## src/rtl/shader_pkg.sv

```systemverilog
// Shared constants and state encoding for the shader register-file write arbiter.
// Contents: register-file geometry, requester indices, arbiter FSM state type.
// Imported by shader_rf_arbiter and rr_pick.
package shader_pkg;

    localparam int ADDR_W   = 3;   // 8 registers
    localparam int DATA_W   = 16;

    // Requester slots on the write-request vectors; HOST is always the last slot.
    localparam int REQ_ALU  = 0;
    localparam int REQ_LOAD = 1;
    localparam int REQ_HOST = 2;

    typedef enum logic [0:0] {
        ST_ARB  = 1'b0,   // open round-robin arbitration
        ST_HOLD = 1'b1    // locked burst, only the owner may write
    } arb_state_t;

endpackage

```

## src/rtl/shader_rf_arbiter_rr_pick.sv

```systemverilog
// Combinational round-robin picker: first valid requester at or after i_ptr wins.
// Ports: i_valid (request mask), i_ptr (start index, < N), o_grant (one-hot or zero).
// Zero latency, no state; the caller owns the pointer.
module rr_pick #(
    parameter int N     = 3,
    parameter int PTR_W = 2
) (
    input  logic [N-1:0]     i_valid,
    input  logic [PTR_W-1:0] i_ptr,
    output logic [N-1:0]     o_grant
);

    logic [N-1:0] w_rot;
    logic [N-1:0] w_pick;

    // Rotate right so the pointer slot sits at bit 0, take the lowest set bit,
    // then rotate the single winning bit back to its real position.
    assign w_rot   = N'({i_valid, i_valid} >> i_ptr);
    assign w_pick  = w_rot & (~w_rot + N'(1));
    assign o_grant = N'(({w_pick, w_pick} << i_ptr) >> N);

endmodule

```

## src/rtl/shader_rf_arbiter.sv

```systemverilog
// Shader register-file write arbiter: round-robin grant with locked bursts and host override.
// Ports: req_valid/req_lock/req_addr/req_data per requester, host_lock in; req_ready
//   (combinational one-hot grant), registered rf_we/rf_waddr/rf_wdata/grant_id out.
// Build option SHADER_RF_ARB_STATS_EN adds grant_cnt, per-requester saturating transfer counters.
module shader_rf_arbiter
    import shader_pkg::*;
#(
    parameter int NUM_REQ  = 3,
    parameter int ADDR_W   = shader_pkg::ADDR_W,
    parameter int DATA_W   = shader_pkg::DATA_W,
    parameter int MAX_HOLD = 4
) (
    input  logic                      clk,
    input  logic                      reset,
    input  logic [NUM_REQ-1:0]        req_valid,
    input  logic [NUM_REQ-1:0]        req_lock,
    input  logic [NUM_REQ*ADDR_W-1:0] req_addr,
    input  logic [NUM_REQ*DATA_W-1:0] req_data,
    input  logic                      host_lock,
    output logic [NUM_REQ-1:0]        req_ready,
    output logic                      rf_we,
    output logic [ADDR_W-1:0]         rf_waddr,
    output logic [DATA_W-1:0]         rf_wdata,
    output logic [1:0]                grant_id
`ifdef SHADER_RF_ARB_STATS_EN
   ,output logic [NUM_REQ*16-1:0]     grant_cnt
`endif
);

    localparam int PTR_W = (NUM_REQ > 1) ? $clog2(NUM_REQ) : 1;
    localparam int CNT_W = $clog2(MAX_HOLD + 1);

    arb_state_t         r_state;
    logic [PTR_W-1:0]   r_rr_ptr;
    logic [PTR_W-1:0]   r_owner;
    logic [CNT_W-1:0]   r_hold_cnt;

    logic [NUM_REQ-1:0] w_rr_gnt;
    logic [NUM_REQ-1:0] w_ready;
    logic               w_xfer;
    logic [PTR_W-1:0]   w_idx;
    logic [PTR_W-1:0]   w_idx_next;
    logic [PTR_W-1:0]   w_owner_next;
    logic [ADDR_W-1:0]  w_addr;
    logic [DATA_W-1:0]  w_data;
    logic               w_owner_vld;
    logic               w_owner_lock;
    logic               w_hold_last;

    rr_pick #(.N(NUM_REQ), .PTR_W(PTR_W)) u_rr_pick (
        .i_valid (req_valid),
        .i_ptr   (r_rr_ptr),
        .o_grant (w_rr_gnt)
    );

    // Eligibility: HOLD restricts to the burst owner and ignores host_lock;
    // host_lock in ARB restricts to HOST without consulting the pointer.
    always_comb begin
        w_ready = '0;
        if (r_state == ST_HOLD) begin
            w_ready = req_valid & (NUM_REQ'(1) << r_owner);
        end else if (host_lock) begin
            w_ready = req_valid & (NUM_REQ'(1) << (NUM_REQ - 1));
        end else begin
            w_ready = w_rr_gnt;
        end
    end

    // No grants while reset is held.
    assign req_ready = reset ? w_ready : '0;
    assign w_xfer    = |req_ready;

    // Encode the one-hot grant and mux the winner's write payload.
    always_comb begin
        w_idx  = '0;
        w_addr = '0;
        w_data = '0;
        for (int i = 0; i < NUM_REQ; i++) begin
            if (req_ready[i]) begin
                w_idx  = PTR_W'(i);
                w_addr = req_addr[i*ADDR_W +: ADDR_W];
                w_data = req_data[i*DATA_W +: DATA_W];
            end
        end
    end

    assign w_idx_next   = (w_idx == PTR_W'(NUM_REQ - 1)) ? '0 : w_idx + PTR_W'(1);
    assign w_owner_next = (r_owner == PTR_W'(NUM_REQ - 1)) ? '0 : r_owner + PTR_W'(1);
    assign w_owner_vld  = req_valid[r_owner];
    assign w_owner_lock = req_lock[r_owner];
    // The grant made this cycle would be the MAX_HOLD-th of the burst.
    assign w_hold_last  = (r_hold_cnt == CNT_W'(MAX_HOLD - 1));

    always_ff @(posedge clk or negedge reset) begin
        if (!reset) begin
            r_state    <= ST_ARB;
            r_rr_ptr   <= '0;
            r_owner    <= '0;
            r_hold_cnt <= '0;
        end else begin
            case (r_state)
                ST_ARB: begin
                    if (w_xfer) begin
                        // A host-forced grant does not advance the fairness pointer.
                        if (!host_lock) begin
                            r_rr_ptr <= w_idx_next;
                        end
                        if (req_lock[w_idx] && (MAX_HOLD > 1)) begin
                            r_state    <= ST_HOLD;
                            r_owner    <= w_idx;
                            r_hold_cnt <= CNT_W'(1);
                        end
                    end
                end
                ST_HOLD: begin
                    // The owner is still granted in the cycle it drops lock or hits
                    // the burst limit; the burst simply ends after that write.
                    if (w_owner_vld && w_owner_lock && !w_hold_last) begin
                        r_hold_cnt <= r_hold_cnt + CNT_W'(1);
                    end else begin
                        r_state    <= ST_ARB;
                        r_hold_cnt <= '0;
                        r_rr_ptr   <= w_owner_next;
                    end
                end
                default: r_state <= ST_ARB;
            endcase
        end
    end

    // Registered write port; payload holds its last value while rf_we is low.
    always_ff @(posedge clk or negedge reset) begin
        if (!reset) begin
            rf_we    <= 1'b0;
            rf_waddr <= '0;
            rf_wdata <= '0;
            grant_id <= '0;
        end else begin
            rf_we <= w_xfer;
            if (w_xfer) begin
                rf_waddr <= w_addr;
                rf_wdata <= w_data;
                grant_id <= 2'(w_idx);
            end
        end
    end

`ifdef SHADER_RF_ARB_STATS_EN
    logic [15:0] r_grant_cnt [NUM_REQ];

    always_ff @(posedge clk or negedge reset) begin
        if (!reset) begin
            for (int i = 0; i < NUM_REQ; i++) begin
                r_grant_cnt[i] <= '0;
            end
        end else begin
            for (int i = 0; i < NUM_REQ; i++) begin
                if (req_ready[i] && (r_grant_cnt[i] != 16'hFFFF)) begin
                    r_grant_cnt[i] <= r_grant_cnt[i] + 16'd1;
                end
            end
        end
    end

    for (genvar g = 0; g < NUM_REQ; g++) begin : g_cnt_out
        assign grant_cnt[g*16 +: 16] = r_grant_cnt[g];
    end
`endif

endmodule

```

## config.mk

```make
export PLATFORM = sky130hd
export DESIGN_NAME = shader_rf_arbiter
export DESIGN_NICKNAME = d
export VERILOG_FILES = /design/src/rtl/shader_pkg.sv /design/src/rtl/shader_rf_arbiter_rr_pick.sv /design/src/rtl/shader_rf_arbiter.sv
export SDC_FILE = /design/constraint.sdc
export NUM_CORES = 1
export LEC_CHECK = 0
export CELL_PAD_IN_SITES_DETAIL_PLACEMENT = 1
export CELL_PAD_IN_SITES_GLOBAL_PLACEMENT = 2
export CORE_ASPECT_RATIO = 0.6
export CORE_MARGIN = 1
export CORE_UTILIZATION = 23
export DETAILED_ROUTE_END_ITERATION = 8
export MAX_ROUTING_LAYER = met4
export PLACE_DENSITY_LB_ADDON = 0.1
export REMOVE_ABC_BUFFERS = 1
export SETUP_SLACK_MARGIN = 0.02
export SYNTH_ARGS = -nofsm -noshare
export SYNTH_HDL_FRONTEND = slang
export SYNTH_SLANG_ARGS = --single-unit
```

## constraint.sdc

```tcl
create_clock -name clk -period 2.1 [get_ports clk]
set_input_delay 0.525 -clock clk [delete_from_list [all_inputs] [get_ports clk]]
set_output_delay 0.525 -clock clk [all_outputs]
set_load 0.005 [all_outputs]
```

Word level (Yosys, flattened, before mapping). Index checks and enable logic that the tools add are counted.

Add/sub/neg operators: 4. Magnitude comparators: 2. Equal/unequal tests: 7. Shift operators: 3. Mux-type cells: 31. Bitwise gates (word level): 4. Reductions and logical operators: 7.

Operators with widths (count): two-way mux 16 bit (3); two-way mux 3 bit (9); two-way mux 2 bit (6); != test 2 bit, second input constant (4); two-way mux 1 bit (7); adder 3 x 1 -> 3 bit, second input constant (2); AND 3 bit (2); binary-select mux 1 bit (select 2 bit) (3); less-than comparator 2 x 3 -> 1 bit, second input constant (2); one-hot mux 3 bit (2 select lines) (1); AND reduction 3 bit (2); left shift 6 x 2 -> 6 bit (1); >> shifter 6 x 2 -> 3 bit (1); adder 2 x 1 -> 2 bit, second input constant (2); == test 2 bit, second input constant (2); one-hot mux 2 bit (2 select lines) (1); == test 3 x 2 -> 1 bit, second input constant (1); NOT 3 bit (1); OR reduction 3 bit (1); left shift 1 x 2 -> 3 bit, first input constant (1); logical AND 1 bit (2); one-hot mux 1 bit (2 select lines) (1); AND reduction 2 bit (1); logical NOT 1 bit (1); NOT 1 bit (1).

Flip-flop bits (word level): 30. Input port bits: 66. Output and inout bits: 25. Word-level logic and storage cells: 66.

Logic depth before layout (Yosys ltp). Gate-level depths: netlist (run 1).

Depth in word-level cells: 15. Gate-level depth with buffers: 8. Mapped depth without buffers: 6.

Hierarchy. A second synthesis (run 1) with hierarchy kept.

Cells, all modules: 227. Area, all modules: 1909.3 µm².

By module, submodules not included: shader_rf_arbiter (times used 1, cells each 217, area an instance 1838.0 µm², sequential area each 750.7 µm²); rr_pick (times used 1, cells each 10, area an instance 71.3 µm², sequential area each 0.0 µm²).

Least setup slack after synthesis (run 1). Ideal clock, no wire load.

Path kind: in2out. Start point: input port req_valid[2]. End point: output port req_ready[1]. Arrival: 1.473 ns. Required time: 1.575 ns. Path slack: 0.102 ns. Cell stages on the path: 5. Path buffers: 1. Cell sequence: and3b_1 -> a2111oi_4 -> o21ai_4 -> clkinv_4 -> buf_4.

Cells in the longest elaborated chain, start to end: 8.

RTL lines: from (decl) (line shader_rf_arbiter.sv:15) `input logic [NUM_REQ-1:0] req_valid,`; >> shifter 6 x 2 -> 3 bit (*) (line shader_rf_arbiter_rr_pick.sv:18) `assign w_rot = N'({i_valid, i_valid} >> i_ptr);`; NOT 3 bit (line shader_rf_arbiter_rr_pick.sv:19) `assign w_pick = w_rot & (~w_rot + N'(1));`; adder 3 x 1 -> 3 bit (line shader_rf_arbiter_rr_pick.sv:19); AND 3 bit (*) (line shader_rf_arbiter_rr_pick.sv:19); left shift 6 x 2 -> 6 bit (*) (line shader_rf_arbiter_rr_pick.sv:20) `assign o_grant = N'(({w_pick, w_pick} << i_ptr) >> N);`; two-way mux 3 bit (*) (line shader_rf_arbiter.sv:62) `end else if (host_lock) begin`; two-way mux 3 bit (*) (line shader_rf_arbiter.sv:60) `if (r_state == ST_HOLD) begin`; two-way mux 3 bit (*) (line shader_rf_arbiter.sv:70) `assign req_ready = reset ? w_ready : '0;`; to (decl) (line shader_rf_arbiter.sv:20) `output logic [NUM_REQ-1:0] req_ready,`.

Every way passes the cells marked *; elsewhere a longest branch is shown, timed or not.

Final worst setup path (run 1).
Start point: register r_rr_ptr[0]. End point: output port req_ready[1].

Cells in the longest elaborated chain, start to end: 8.

RTL lines: from (decl) (line shader_rf_arbiter.sv:34) `logic [PTR_W-1:0] r_rr_ptr;`; from (signal assigned) (line shader_rf_arbiter.sv:106) `r_rr_ptr <= w_idx_next;`; from (signal assigned) (line shader_rf_arbiter.sv:123) `r_rr_ptr <= w_owner_next;`; >> shifter 6 x 2 -> 3 bit (line shader_rf_arbiter_rr_pick.sv:18); NOT 3 bit (line shader_rf_arbiter_rr_pick.sv:19); adder 3 x 1 -> 3 bit (line shader_rf_arbiter_rr_pick.sv:19); AND 3 bit (line shader_rf_arbiter_rr_pick.sv:19); left shift 6 x 2 -> 6 bit (*) (line shader_rf_arbiter_rr_pick.sv:20); two-way mux 3 bit (*) (line shader_rf_arbiter.sv:62); two-way mux 3 bit (*) (line shader_rf_arbiter.sv:60); two-way mux 3 bit (*) (line shader_rf_arbiter.sv:70).

Marks and branches as above.

==> results of run 1 <==
[sequential cells by signal, summed over array words and instances (netlist names)]
name and count:
rf_wdata 16, rf_waddr 3, r_owner 2, r_state 1
grant_id 2, rf_we 1, r_rr_ptr 2, r_hold_cnt 3
[per-stage QoR]
stage,utilization,hold slack [ps]
after floorplan,-,229.4
after global placement,0.4010,508.0
after detailed placement,0.4010,520.0
after CTS,0.4337,414.2
after global routing,0.4341,423.3
final,0.4341,397.5
[path summary, 6_finish.rpt]
check                              startpoint            end  slack (ps)  cells past startpoint
worst max-delay path              r_rr_ptr[0]   req_ready[1]          40                      6
worst min-delay path                    reset    r_rr_ptr[1]         400                      2
worst max register to register    r_rr_ptr[0]  r_hold_cnt[0]          70                      9
min in group clk                r_hold_cnt[2]  r_hold_cnt[2]         530                      1
max in group asynchronous               reset          rf_we        1380                      2
worst min register to register  r_hold_cnt[2]  r_hold_cnt[2]         530                      1
[power groups by stage]
stage	logic [mW]	clock network, mW	registers [mW]
after global placement	1.86	0	1.04
after CTS	1.97	0.734	1.04
after floorplan	0.776	0	1.06
final	1.99	0.711	1.04
after global routing	2.16	0.753	1.07
after detailed placement	1.86	0	1.04
[cell usage in the layout, fill, tap and decap left out, drive strengths merged, types with 2 or more instances in the layout]
cell type,n
a211oi,2
a21oi,4
a22oi,20
a2bb2oi,19
a32o,2
and2,3
buf,39
clkbuf,8
clkdlybuf4s50,82
clkinv,2
dfrtp,30
dlygate4sd2,2
ha,2
inv,12
nand2,3
nand2b,3
nand3,3
nand3b,3
nor2,2
o2111ai,3
o211ai,21
o21ai,8
o2bb2ai,2
[worst reg2reg max path, delay by kind of cell (launching register included)]
family	cells	cell delay, ps
compound gates	4	570
flops	1	430
simple gates	1	280
buf+inv	4	620
[what timing repair did]
action                                  CTS  global route
resized for setup                        31             8
endpoints found under the hold margin     0             0
endpoints found under the setup margin   32            28
buffers inserted                          8             1
pin swaps                                 9             3
[kinds of logic (layout without fill, tap and decap cells)]
group	Yosys count	count (layout)	share of synthesized area
buffers and inverters	27	146	0.07326
adders and majority gates	2	2	0.01422
AOI/OAI and AO/OA	87	87	0.4090
muxes	1	1	0.005690
and+or+nand+nor	21	21	0.07113
DFF	30	30	0.4267
[routing by layer]
layer | track usage | wire length [um] | up-vias
met4 | 0.03030 | 21 | 0
met5 | - | 0 | -
li1 | - | - | 906
met2 | 0.2637 | 2967 | 54
met1 | 0.2546 | 3414 | 945
met3 | 0.03671 | 373 | 2
[layout make-up]
cell class,count,share of cell area
repair buffers,125,0.3643
multi-input cells,111,0.2950
flip-flops and latches,30,0.2364
clock buffers,7,0.04485
well taps,104,0.04091
inverters,13,0.01692
clock inverters,1,0.001574
==> impl_metrics.env, run 1 <==
export IMPL_path_buf_inv=3
export IMPL_avgSynthCellArea_um2=10.47
export IMPL_cts_clk_slew_worst_paths_ps=50
export IMPL_root_buffer="clkbuf_16"
export IMPL_dr_total_vias=1907
export IMPL_dpl_instance_area_mm2=0.002938
export IMPL_yosysWarnings=0
export IMPL_drc=0
export IMPL_p_int_mw=2.506
export IMPL_path_max_fanout=4
export IMPL_max_slew_margin_rel=0.5749
export IMPL_pwr_share_clk=0.190
export IMPL_die_h_um=69.75
export IMPL_synthCells=168
export IMPL_nNetsFinal=354
export IMPL_finalWorstSetupSlack_ps=36.61
export IMPL_place_ws_ps=-742.9
export IMPL_p_comb_frac=0.533
export IMPL_rsz0062_at_grt="yes"
export IMPL_diodes=0
export IMPL_first_pass_iters=4
export IMPL_start_util=0.2401
export IMPL_finalPower_mw=3.737
export IMPL_fin_skew_ps=3.912
export IMPL_synth_edff_count=0
export IMPL_place_inst=376
export IMPL_endpoint_kind="output pin"
export IMPL_drt_wl_total_um=6777
export IMPL_multi_input_area_um2=938.4
export IMPL_ir_drop_uv=467.6
export IMPL_grt_max_degree=24
export IMPL_maxCapViolations=0
export IMPL_grt_pass1_vias=2053
export IMPL_drt_iter0_drc=65
export IMPL_switchingPower_mw=1.230
export IMPL_critical_path_class="flip-flop to output pin"
export IMPL_vias_per_cell=4.877
export IMPL_coreArea_mm2=0.007327
export IMPL_antenna_found_initial=0
export IMPL_cts_sinks=30
export IMPL_yosysMostFrequentCell="dfrtp_1"
export IMPL_synth_seq_area_share=0.4267
export IMPL_tightest_slew_ps=633.8
export IMPL_grt_pass1_wl_um=10820
export IMPL_cp_slowest_cell="dfrtp_1"
export IMPL_num_fill_cells=843
export IMPL_areaGrowthSynthToFinish_pct=80.80
export IMPL_drive_gt1_frac=0.2300
export IMPL_setup_worst_path_start_class="flip-flop"
export IMPL_overflow=0
export IMPL_cts_tree="yes"
export IMPL_io_buffers=90
export IMPL_gp_congestion=0.8240
export IMPL_rows=24
export IMPL_drv_slew=0
export IMPL_grt_usage=0.1790
export IMPL_cts_buffer_depth=2
export IMPL_fmax_mhz=484.6
export IMPL_netlist_top_cells_area="dfrtp_1 (43%), a2bb2oi_1 (9.5%), o211ai_1 (9.0%)"
export IMPL_ys_ff_latch=30
export IMPL_cp_cell_sequence="and3b_2 > a2111oi_4 > buf_4 > o21ai_4 > clkinv_4 > buf_6"
export IMPL_p_sw_frac=0.3292
export IMPL_clkLatencyLatePin_ps=270
export IMPL_synth_top_area_share=0.4267
export IMPL_required_ps=1570
export IMPL_ant_nets=0
export IMPL_netlist_area_mm2=0.001759
export IMPL_numCtsBuffers=5
export IMPL_cts_hold_buffers_added=0
export IMPL_finalSetupViolCount=0
export IMPL_die_w_um=114.9
export IMPL_fin_crit_ps=2063
export IMPL_synth_common_cells="dfrtp_1 (30), o211ai_1 (21), a22oi_1 (20)"
export IMPL_critPathArrivalTime_ps=1540
export IMPL_finalHoldViolCount=0
export IMPL_outcome="finished, final reports clean"
export IMPL_synth_largest_area_cell="dfrtp_1"
export IMPL_die_area_mm2=0.008014
export IMPL_instances_no_fill=391
export IMPL_power_density_mw_per_mm2=1175
export IMPL_register_area_um2=752.0
export IMPL_timing_final_crit_share=0.9826
export IMPL_htree_levels=2
export IMPL_path_delay_family="flip-flops"
export IMPL_max_stage_delay_ps=430
export IMPL_holdCritPathClass="input port to async pin"
export IMPL_wl_per_cell_um=17.33
export IMPL_synth_distinct_cells=39
export IMPL_fin_area_mm2=0.003181
export IMPL_p_seq_frac=0.277
export IMPL_io_pins=91
export IMPL_p_leak_nw=1.297
export IMPL_setup_tns_ps=0
export IMPL_async_reset_ff_frac=1.000
export IMPL_ys_flop_type="dfrtp_1"
export IMPL_dpl_hpwl_um=4971
Note: power is estimated with default switching activity, not from simulation.
==> inputs of run 2 (changes only) <==
- CORE_MARGIN: 1 -> default
- GPL_ROUTABILITY_DRIVEN: default -> 1
==> results of run 2 <==
The final DEF is identical to that of run 1; final timing and power are the same.
==> RTL change 1 (settings of run 2) <==
Change the parameter `MAX_HOLD` from 4 to 8.
--- a/src/rtl/shader_rf_arbiter.sv
+++ b/src/rtl/shader_rf_arbiter.sv
@@ -10,3 +10,3 @@
     parameter int DATA_W   = shader_pkg::DATA_W,
-    parameter int MAX_HOLD = 4
+    parameter int MAX_HOLD = 8
 ) (
Formal check against the unedited RTL: not equivalent (a bounded check fails within 10 cycles, from zero or initial values and one cycle with reset low).
==> RTL change 1 against run 2 <==
The run now ends with negative setup slack left. Worst hold slack got worse by 180 ps. Final cell count rose by 9.0%. Synthesized cell count grew 10%. Area after synthesis is 2.1% lower. Register-to-register slack worse by 140 ps. Design area up 14%. Sequential cell count up 1. Power is 24% higher. Setup slack got worse by 110 ps. Wire length is 4.9% higher. Clock power grew 20%. Critical path type is now reg -> reg. Largest cell class unchanged.
==> RTL change 1: results (changes against run 2) <==
Synth:
- The post-synthesis compound-gate area fraction is 0.2622 (-0.1468).
- The share of cell area taken by muxes after synthesis is 0.02614 (+0.02045).
- Yosys attributes the largest share of cell area to sky130_fd_sc_hd__dfrtp_1 45%, sky130_fd_sc_hd__a22oi_1 8.3%, sky130_fd_sc_hd__a31oi_1 6.9%, sky130_fd_sc_hd__nand2_1 5.4%, sky130_fd_sc_hd__nor2_1 4.8%.
- The adder and majority cell fraction of the synthesized area is 0.007262 (-0.006963).
- The synthesized area per cell was 9.313 um2 (-11%).
- The register area share after synthesis is 0.4503 (+0.02351).

Place:
- The total placed cells including tap cells is 400 (+6.4%).
- The worst setup slack after placement is -770.1 ps (-27.21 ps).
- The half-perimeter wire length of the detailed placement result is 4796 um (-3.5%).
- The final weighted congestion of routability-driven global placement is 0.7536 (-8.5%).
- The post-detailed-placement cell area was 2952 um2 (+0.47%).

Global routing:
- The first-pass GRT wire length is 11,460 um (+5.9%).
- The via count of the first global-routing pass is 2,110 (+2.8%).
- The met1 routing resource usage after global routing came to 0.2629 (+0.008273).
- The overall fraction of global-route tracks in use was 0.1975 (+0.01855).
- The met3 usage in global routing came to 0.05277 (+0.01606).
- The global routing met2 resource utilization came to 0.3035 (+0.03980).

Detailed routing:
- The length of routed met3 wiring is 334 um (-10%).
- The detailed-route vias per instance was 4.631 (-5.0%).
- The detailed router's first-iteration violation count is 81 (+25%).
- The first-pass iteration count of the detailed router is 6 (+2).
- The overall via count from detail_route is 1,973 (+3.5%).

Cells and area:
- The final-layout clock-cell area share came to 0.04811 (+0.001693).
- In the final layout, the registers with the most flip-flops are rf_wdata (16), r_hold_cnt (4), rf_waddr (3).
- The sequential cell count of the final layout was 31 (+3.3%).
- The non-clock buffering overhead in the final layout was 0.3898 (+0.02547).
- The filler cell count is 794 (-5.8%).
- The non-clock inverter instance count of the final layout was 7 (-6).
- From synthesis to final layout, the design area changed by 109.8%.
- The number of combinational gates with multiple inputs is 134 (+21%).
- The fraction of layout cells with a size suffix above 1 is 0.3602 (+0.1303).
- The multi-input gate share of total cell area was 0.3032 (+0.008175).
- The clock buffer count in the final layout is 6 (-1).

Outcome:
- The checks that failed: negative setup slack.
- The flow ran to the end, but the final reports show violations.

STA:
- The sum of negative setup slack came to -461.0 ps (-461.0 ps).
- The clock tree skew after final layout is 6.065 ps (+2.153 ps).
- The worst path setup slack after routing is -73.15 ps (-109.8 ps).
- The number of endpoints failing setup at the final stage came to 19 (+19).

Setup path:
- In this run the worst setup path begins at r_rr_ptr[1]$_DFFE_PN0P_.
- The maximum fanout along the worst path came to 7 (+3).
- The depth of the worst register-to-register path was 8 (-1).
- In this run the worst setup path terminates at r_owner[1]$_DFFE_PN0P_.

Power:
- The leakage power of the design is 1.471 nW (+13%).
- The worst voltage drop across the vdd grid is 0.4199 mV (-10%).
==> RTL change 1: where the power goes <==
group / total (mW) / internal [mW] / switching (mW) / leakage, nW
combinational: 2.66 / 1.57 / 1.10 / 1.02
clock: 0.852 / 0.589 / 0.262 / 0.0868
sequential: 1.14 / 0.879 / 0.258 / 0.365
total: 4.65 / 3.04 / 1.62 / 1.47
==> RTL change 1: worst max-delay path, cell delays in order, from the launching register on <==
cell and delay (ps):
sky130_fd_sc_hd__dfrtp_1 410, sky130_fd_sc_hd__buf_6 140, sky130_fd_sc_hd__and2b_1 160, sky130_fd_sc_hd__o21ai_2 160
sky130_fd_sc_hd__a31oi_4 130, sky130_fd_sc_hd__buf_6 160, sky130_fd_sc_hd__and2b_2 230, sky130_fd_sc_hd__nor4_4 350
sky130_fd_sc_hd__mux2_4 330
==> RTL change 1: timing repair <==
item,in CTS,in global routing
pin swaps,17,6
gates cloned,3,0
gates resized for setup,89,8
endpoints found under the hold margin,0,0
buffers inserted,14,4
hold buffers,0,0
endpoints found under the setup margin,34,32
==> RTL change 2 (config.mk and constraints of run 2) <==
Made on the original files. Build with the macro `SHADER_RF_ARB_STATS_EN` defined.
--- a/src/rtl/shader_rf_arbiter.sv
+++ b/src/rtl/shader_rf_arbiter.sv
@@ -4,2 +4,4 @@
 // Build option SHADER_RF_ARB_STATS_EN adds grant_cnt, per-requester saturating transfer counters.
+`define SHADER_RF_ARB_STATS_EN
+
 module shader_rf_arbiter
Check against the original RTL (old outputs only; new: grant_cnt): equivalent (equiv_simple and equiv_induct, registers matched by name and starting in step).
==> RTL change 2 against run 2 <==
The run now ends with negative setup slack left. Combinational power is 41% higher. Design area is 110% higher. Sequential cell count is 48 higher. Clock power is 140% higher. Clock skew is 2.9 ps higher. Wire length is 130% higher. Area after synthesis is 130% higher. Power is 83% higher. Setup slack worse by 120 ps. Highest routed layer unchanged.
==> RTL change 2: results (changes against run 2) <==
Detailed routing:
- The length of routed met3 wiring is 822 um (+120%).
- The routed length per instance is 18.90 um (+9.1%).
- The detailed-routed wire length on met2 came to 6340 um (+110%).
- The overall via count from detail_route is 4,034 (+110%).
- The detailed router's first-iteration violation count came to 200 (+210%).
- The wire length on met1 is 8564 um (+150%).

Global routing:
- The maximum number of pins on one net before global-route repair is 53 (+120%).
- The global routing met2 resource utilization was 0.2415 (-0.02222).
- The met3 usage in global routing is 0.04473 (+0.008020).
- The met1 routing resource usage after global routing is 0.2705 (+0.01592).
- The overall fraction of global-route tracks in use came to 0.1803 (+0.001330).

Outcome:
- The checks that failed: negative setup slack.
- The flow ran to the end, but the final reports show violations.

Place:
- The half-perimeter wire length of the detailed placement result was 11,690 um (+140%).
- The post-detailed-placement cell area is 6121 um2 (+110%).
- The final weighted congestion of routability-driven global placement was 0.8202 (-0.46%).
- The total placed cells including tap cells is 816 (+120%).

Clocking:
- The number of clock buffers inserted by TritonCTS is 9 (+4).
- The post-CTS clock slew at the launch and capture registers of the worst setup and hold paths was 70 ps (+20 ps).
- The later-pin clock latency in the skew report was 340 ps (+70 ps).

Power:
- The cell-internal power is 4.528 mW (+81%).
- The leakage power of the design is 2.724 nW (+110%).
- The power dissipated in combinational cells came to 2.80 mW (+41%).
- The sequential share of power is 0.341 (+0.064).
- The worst voltage drop across the vdd grid is 0.4484 mV (-4.1%).

Synth:
- The share of the synthesized netlist area taken by xor and xnor gates was 0.08500 (+0.08500).
- The adder and majority cell fraction of the synthesized area is 0.01518 (+0.0009544).
- After synthesis, the cell types taking the most area are sky130_fd_sc_hd__dfrtp_1 47%, sky130_fd_sc_hd__nand3_1 5.1%, sky130_fd_sc_hd__xnor2_1 4.5%, sky130_fd_sc_hd__xor2_1 4.0%, sky130_fd_sc_hd__a22oi_1 3.5%.
- The post-synthesis compound-gate area fraction is 0.1287 (-0.2802).
- The share of cell area taken by muxes after synthesis is 0.01882 (+0.01313).
- The synthesized area per cell came to 10.13 um2 (-3.3%).
- Ranked by instance count, the synthesized netlist is headed by 78 x sky130_fd_sc_hd__dfrtp_1, 42 x sky130_fd_sc_hd__nand3_1, 25 x sky130_fd_sc_hd__nand2_1.

Cells and area:
- The filler cell count is 1,947 (+130%).
- The fraction of layout cells with a size suffix above 1 is 0.2027 (-0.02731).

Setup path:
- The reg-to-reg setup timing slack is -10 ps (-80 ps).
- The depth of the worst register-to-register path came to 8 (-1).
- The maximum fanout along the worst path came to 3 (-1).
- The worst register-to-register path ends at rf_waddr[1]$_DFFE_PN0P_.

STA:
- The sum of negative setup slack was -114.2 ps (-114.2 ps).
- The headroom to the max-slew limit is 0.4895 (-0.08544).
- The final hold slack is 231.6 ps (-166.0 ps).
- The number of endpoints failing setup at the final stage is 3 (+3).
- The worst path setup slack after routing is -86.16 ps (-122.8 ps).
[RTL change 2: cell types whose count changed in the layout (fill, tap and decap cells not counted), moves of 20 or more]
cell	delta
sky130_fd_sc_hd__buf_4	+25
sky130_fd_sc_hd__clkdlybuf4s50_1	+48
sky130_fd_sc_hd__dfrtp_1	+46
sky130_fd_sc_hd__nand2_1	+21
sky130_fd_sc_hd__nand3_1	+40
sky130_fd_sc_hd__nor4_1	+20
sky130_fd_sc_hd__o211ai_1	-20
sky130_fd_sc_hd__xnor2_1	+21
[RTL change 2: final cells by class]
type	instances	area, um2	share of cell area
Clock buffer	10	229.0	0.03474
Timing Repair Buffer	200	1856	0.2815
Sequential cell	78	1956	0.2967
Tap cell	234	292.8	0.04442
Multi-Input combinational cell	295	2118	0.3214
Inverter	13	53.80	0.008162
Clock inverter	6	86.33	0.01310
[RTL change 2: worst max-delay path by stage]
stage / startpoint / end / slack [ps] / depth (start not counted)
2_1_floorplan: req_valid[2] / rf_waddr[0]$_DFFE_PN0P_ / -760 / 6
3_3_place_gp: req_valid[1] / req_ready[1] / -730 / 6
3_5_place_dp: req_valid[2] / req_ready[2] / -800 / 6
4_1_cts: r_rr_ptr[0]$_DFFE_PN0P_ / req_ready[2] / -130 / 5
5_1_grt: r_rr_ptr[0]$_DFFE_PN0P_ / req_ready[2] / -110 / 5
6_report: r_rr_ptr[0]$_DFFE_PN0P_ / req_ready[2] / -90 / 5
[RTL change 2: repair_timing]
action	4_1_cts	5_1_grt
endpoints found under the setup margin	62	45
pin swaps	9	5
gates resized for setup	46	10
hold buffers	0	0
cloned	1	1
setup buffers	2	2
